### config.mk
export PLATFORM = sky130hd
export DESIGN_NAME = sram_like_responder
export DESIGN_NICKNAME = d
export VERILOG_FILES = /design/src/rtl/sram_like_responder.sv
export SDC_FILE = /design/constraint.sdc
export NUM_CORES = 1
export LEC_CHECK = 0
export ABC_AREA = 1
export BUFFER_PORTS_ARGS = -buffer_cell sky130_fd_sc_hd__buf_2
export CORE_MARGIN = 2
export CORE_UTILIZATION = 38
export CTS_CLUSTER_SIZE = 40
export DETAILED_ROUTE_END_ITERATION = 8
export GPL_TIMING_DRIVEN = 0
export HOLD_SLACK_MARGIN = 0.15
export SKIP_CTS_REPAIR_TIMING = 1
export SYNTH_ARGS = -nofsm -noshare
export SYNTH_HDL_FRONTEND = slang
export SYNTH_SLANG_ARGS = --single-unit
### constraint.sdc
create_clock -name clk -period 3.2 [get_ports clk]
set_input_delay 0.64 -clock clk [delete_from_list [all_inputs] [get_ports clk]]
set_output_delay 0.64 -clock clk [all_outputs]
set_load 0.02 [all_outputs]
### src/rtl/sram_like_responder.sv
// SRAM-like target: accepts requests, forwards them to a synchronous RAM in order and
// answers each one with a single in-order data_ok pulse at least LAT cycles after acceptance.
module sram_like_responder #(
    parameter int LAT   = 1,
    parameter int OUTST = 2,
    parameter int AW    = 16
) (
    input  logic          clk,
    input  logic          resetn,
    input  logic          req_en,
    input  logic          req_wr,
    input  logic [1:0]    req_size,
    input  logic [3:0]    req_wen,
    input  logic [31:0]   req_addr,
    input  logic [31:0]   req_wdata,
    output logic          addr_ok,
    output logic          data_ok,
    output logic [31:0]   rdata,
    input  logic          resp_hold,
    output logic          ram_en,
    output logic [3:0]    ram_we,
    output logic [AW-1:0] ram_addr,
    output logic [31:0]   ram_wdata,
    input  logic [31:0]   ram_rdata
);
    localparam logic [1:0] LAST_IDX = 2'(OUTST - 1);
    localparam logic [2:0] CNT_MAX  = 3'(OUTST);
    localparam logic [2:0] LAT_AGE  = 3'(LAT);

    logic [2:0]  cnt_q, cnt_d;
    logic [1:0]  head_q, head_d;
    logic [1:0]  tail_q, tail_d;
    logic [3:0]  vld_q, vld_d;
    logic [3:0]  wr_q, wr_d;
    logic [31:0] data_q [4];
    logic [31:0] data_d [4];
    logic [2:0]  age_q [4];
    logic [2:0]  age_d [4];
    logic        pend_q, pend_d;
    logic [1:0]  pend_idx_q, pend_idx_d;
    logic        accept_s;
    logic        pop_s;
    logic [31:0] head_data_s;
    logic        unused_s;

    // Handshake decode; a read whose RAM data arrives this cycle is forwarded directly
    always_comb begin
        pop_s    = vld_q[head_q] && (age_q[head_q] >= LAT_AGE) && !resp_hold;
        accept_s = resetn && req_en && ((cnt_q < CNT_MAX) || pop_s);
        if (pend_q && (pend_idx_q == head_q)) begin
            head_data_s = ram_rdata;
        end else begin
            head_data_s = data_q[head_q];
        end
    end

    assign addr_ok   = accept_s;
    assign data_ok   = pop_s;
    assign rdata     = (pop_s && !wr_q[head_q]) ? head_data_s : 32'h0000_0000;
    assign ram_en    = accept_s;
    assign ram_we    = (accept_s && req_wr) ? req_wen : 4'h0;
    assign ram_addr  = req_addr[AW+1:2];
    assign ram_wdata = req_wdata;
    assign unused_s  = ^{req_size, req_addr[1:0], req_addr[31:AW+2]};

    // Queue update order: age, late read-data capture, pop, then push (push wins a shared slot)
    always_comb begin
        vld_d      = vld_q;
        wr_d       = wr_q;
        head_d     = head_q;
        tail_d     = tail_q;
        pend_d     = 1'b0;
        pend_idx_d = pend_idx_q;
        for (int i = 0; i < 4; i++) begin
            data_d[i] = data_q[i];
            if (vld_q[i] && (age_q[i] != 3'd7)) begin
                age_d[i] = age_q[i] + 3'd1;
            end else begin
                age_d[i] = age_q[i];
            end
        end
        if (pend_q) begin
            data_d[pend_idx_q] = ram_rdata;
        end else begin
            data_d[pend_idx_q] = data_q[pend_idx_q];
        end
        if (pop_s) begin
            vld_d[head_q] = 1'b0;
            head_d        = (head_q == LAST_IDX) ? 2'd0 : head_q + 2'd1;
        end else begin
            head_d = head_q;
        end
        if (accept_s) begin
            vld_d[tail_q]  = 1'b1;
            wr_d[tail_q]   = req_wr;
            data_d[tail_q] = 32'h0000_0000;
            age_d[tail_q]  = 3'd1;
            tail_d         = (tail_q == LAST_IDX) ? 2'd0 : tail_q + 2'd1;
            pend_d         = !req_wr;
            pend_idx_d     = tail_q;
        end else begin
            tail_d = tail_q;
        end
        case ({accept_s, pop_s})
            2'b10:   cnt_d = cnt_q + 3'd1;
            2'b01:   cnt_d = cnt_q - 3'd1;
            default: cnt_d = cnt_q;
        endcase
    end

    // State registers; reset discards every outstanding entry
    always_ff @(posedge clk or negedge resetn) begin
        if (!resetn) begin
            cnt_q      <= 3'd0;
            head_q     <= 2'd0;
            tail_q     <= 2'd0;
            vld_q      <= 4'h0;
            wr_q       <= 4'h0;
            pend_q     <= 1'b0;
            pend_idx_q <= 2'd0;
            for (int i = 0; i < 4; i++) begin
                data_q[i] <= 32'h0000_0000;
                age_q[i]  <= 3'd0;
            end
        end else begin
            cnt_q      <= cnt_d;
            head_q     <= head_d;
            tail_q     <= tail_d;
            vld_q      <= vld_d;
            wr_q       <= wr_d;
            pend_q     <= pend_d;
            pend_idx_q <= pend_idx_d;
            for (int i = 0; i < 4; i++) begin
                data_q[i] <= data_d[i];
                age_q[i]  <= age_d[i];
            end
        end
    end
endmodule

==> metrics.cfg <==
[grt]
grt_antenna_before_repair = 0
grt_pass1_wl_um = 51400
gr-total-overflow = 0
grt_max_degree = 94
grt_use_total_pct = 23.5
grt_pass1_vias = 9549

[die]
die_h_um = 168
start_util_pct = 38.9
dieWidth_um = 168
die_area_um2 = 28100
pin_count = 194
core_area_um2 = 26200
rows = 59

[sta]
hold_violations = 0
setup_violations = 0
fin_skew_ns = 0.00768
layout_min_cycle_time_ns = 3.10
tightestPinTransition_ns = 0.780
hold_ws_ns = 0.209
drv_slew = 0
clock.fmax_mhz = 322
fin_crit_sh_pct = 96.9
relSlewSlack_pct = 48.0
fin_setup_tns_ns = 0

[synthesis]
synth_cells = 1454
yosys.area_share.simple_pct = 25.2
synth_compound_area_share_pct = 20.0
syn-num-nets = 1570
yosysWarnings = 0
synthXorXnorAreaFrac_pct = 0.602
avgSynthCellArea_um2 = 7.00
synth_top_family_by_area = simple AND/OR/NAND/NOR gates
synth-adder-area-share_pct = 1.18
netlist_area_um2 = 10200
synth-seq-area-share_pct = 38.8
yosysUniqueCellTypes = 31
synthMuxAreaShare_pct = 0.590
synth_seq_cells = 158

[critical_path]
critical_path_buf_inv_count = 3
r2r_slack_ns = 1.00
path_delay_family = buffers and inverters
cp-end-kind = output pin
path_class = reg2out
crit_chain = buf_4 > nand2_4 > clkbuf_1 > o2111ai_1 > nand2_1 > o21ai_0 > nor2_1 > buf_2
cp_max_fo = 10
worstPathRequired_ns = 2.56
cp_data_arrival_time_ns = 2.46
cpPeakStageDelay_ns = 0.61
slowest_stage = clkbuf_1
critical_path.startpoint_type = flop

[finish]
layout_common_cells = nand2_1, nor2_1, o21ai_0
final_layout_size_suffix_gt1_share_pct = 21.1
num_antenna_cells = 0
stdcell_count = 1954
final_net_count = 1723
fin_util_pct = 46.2
syn2layout_area_growth_pct = 18.8
layout_commonest_cell = nand2_1
fill_cells = 2638

[route]
top_layer = met4
drt-total-wl_um = 33500
firstDrtPassIters = 5
dr_wl_met3_um = 2090
drt_iter0_drc = 902
drcViolationCount = 0
via_per_inst = 5.13
wl_met1_um = 14700
num_vias = 10000
wl_met2_um = 15700
antenna_left = 0
wl_per_cell_um = 17.2

[power]
ir_drop_uv = 315
p_leak_uw = 0.00599
power.total_uw = 5100
p_per_area_nw_per_um2 = 422

[clock_tree]
root_buffer = clkbuf_16
ctsLongestPathBuffers = 2
cts.sinks = 158
cts_max_level = 4
clk_pin_slew_ns = 0.06
cts_tree = done
cts_inserted_buffers = 17
clk_latency_ns = 0.43

[place]
gp_congestion = 0.883
io_buffers = 127
hpwl_um = 23300
placed_cells = 1917

[run_status]
status = finished clean

[job]
maxCapViolCount = 0

[hold_path]
hold_class = in2async

[area by class of cell]
cell class / count / area (um2) / share of cell area [%]
Inverter: 160 / 603 / 4.99
Tap cell: 335 / 419 / 3.47
Multi-Input combinational cell: 995 / 4880 / 40.4
Clock inverter: 9 / 158 / 1.30
Sequential cell: 158 / 3960 / 32.7
Timing Repair Buffer: 135 / 791 / 6.54
Buffer: 140 / 812 / 6.71
Clock buffer: 22 / 474 / 3.92
[sequential cells by signal, indices dropped and copies added (netlist names)]
| register | flops |
|---|---|
| vld_q | 4 |
| age_q | 12 |
| data_q | 128 |
| wr_q | 4 |
| pend_q | 1 |
| head_q | 2 |
| cnt_q | 3 |
| pend_idx_q | 2 |
| tail_q | 2 |
[cell families after synthesis]
logic type / Yosys count
compound gates: 344
xor+xnor: 7
fa+ha+maj: 9
buf+inv: 301
flops: 158
mux: 6
simple gates: 629
[metal layers]
metal / up-vias / global-route usage [%]
met5: - / 0
met4: 0 / 9.83
met3: 66 / 2.86
met2: 381 / 38.6
met1: 4720 / 31.6
li1: 4858 / -
[report_power, final]
group          switching [uW]  internal (uW)
Clock                     869           1370
Combinational             416            290
Sequential               62.5           2100
[Yosys cell counts, drive strengths merged]
| cell | n | share of area [%] |
|---|---|---|
| nand3b | 1 | 0.074 |
| o21bai | 1 | 0.074 |
| o2111ai | 31 | 2.7 |
| o21ai | 178 | 9.0 |
| nand2 | 386 | 14 |
| buf | 71 | 5.1 |
| inv | 160 | 5.9 |
| ha | 8 | 0.98 |
| nand4 | 3 | 0.18 |
| or2 | 33 | 2.0 |
| nor3b | 4 | 0.29 |
| nor2 | 190 | 7.5 |
| a21oi | 129 | 7.9 |
| nand3 | 11 | 0.54 |
| clkbuf | 70 | 2.6 |
| mux2i | 6 | 0.59 |
| fa | 1 | 0.20 |
| dfrtp | 158 | 39 |
| o221ai | 2 | 0.17 |
| xor2 | 7 | 0.60 |
| nor3 | 1 | 0.049 |
| a22oi | 3 | 0.22 |
[final timing paths]
path / start / to / depth (start not counted)
setup / recovery: head_q[0] / rdata[12] / 8
hold / removal: resetn / data_q[74] / 2
setup reg to reg: head_q[1] / data_q[127] / 12
hold reg to reg: cnt_q[0] / cnt_q[0] / 1
max in group asynchronous: resetn / data_q[42] / 2
min in group clk: req_wr / pend_q / 2
[metrics by stage]
| stage | area, um2 | setup slack (ns) |
|---|---|---|
| after floorplan | 10200 | 0.562 |
| after global routing | 12100 | -0.0100 |
| after CTS | 11900 | -0.514 |
| final | 12100 | 0.0985 |
| after global placement | 11200 | -2.54 |
| after detailed placement | 11300 | -0.312 |
(Power assumes the default switching activity.)
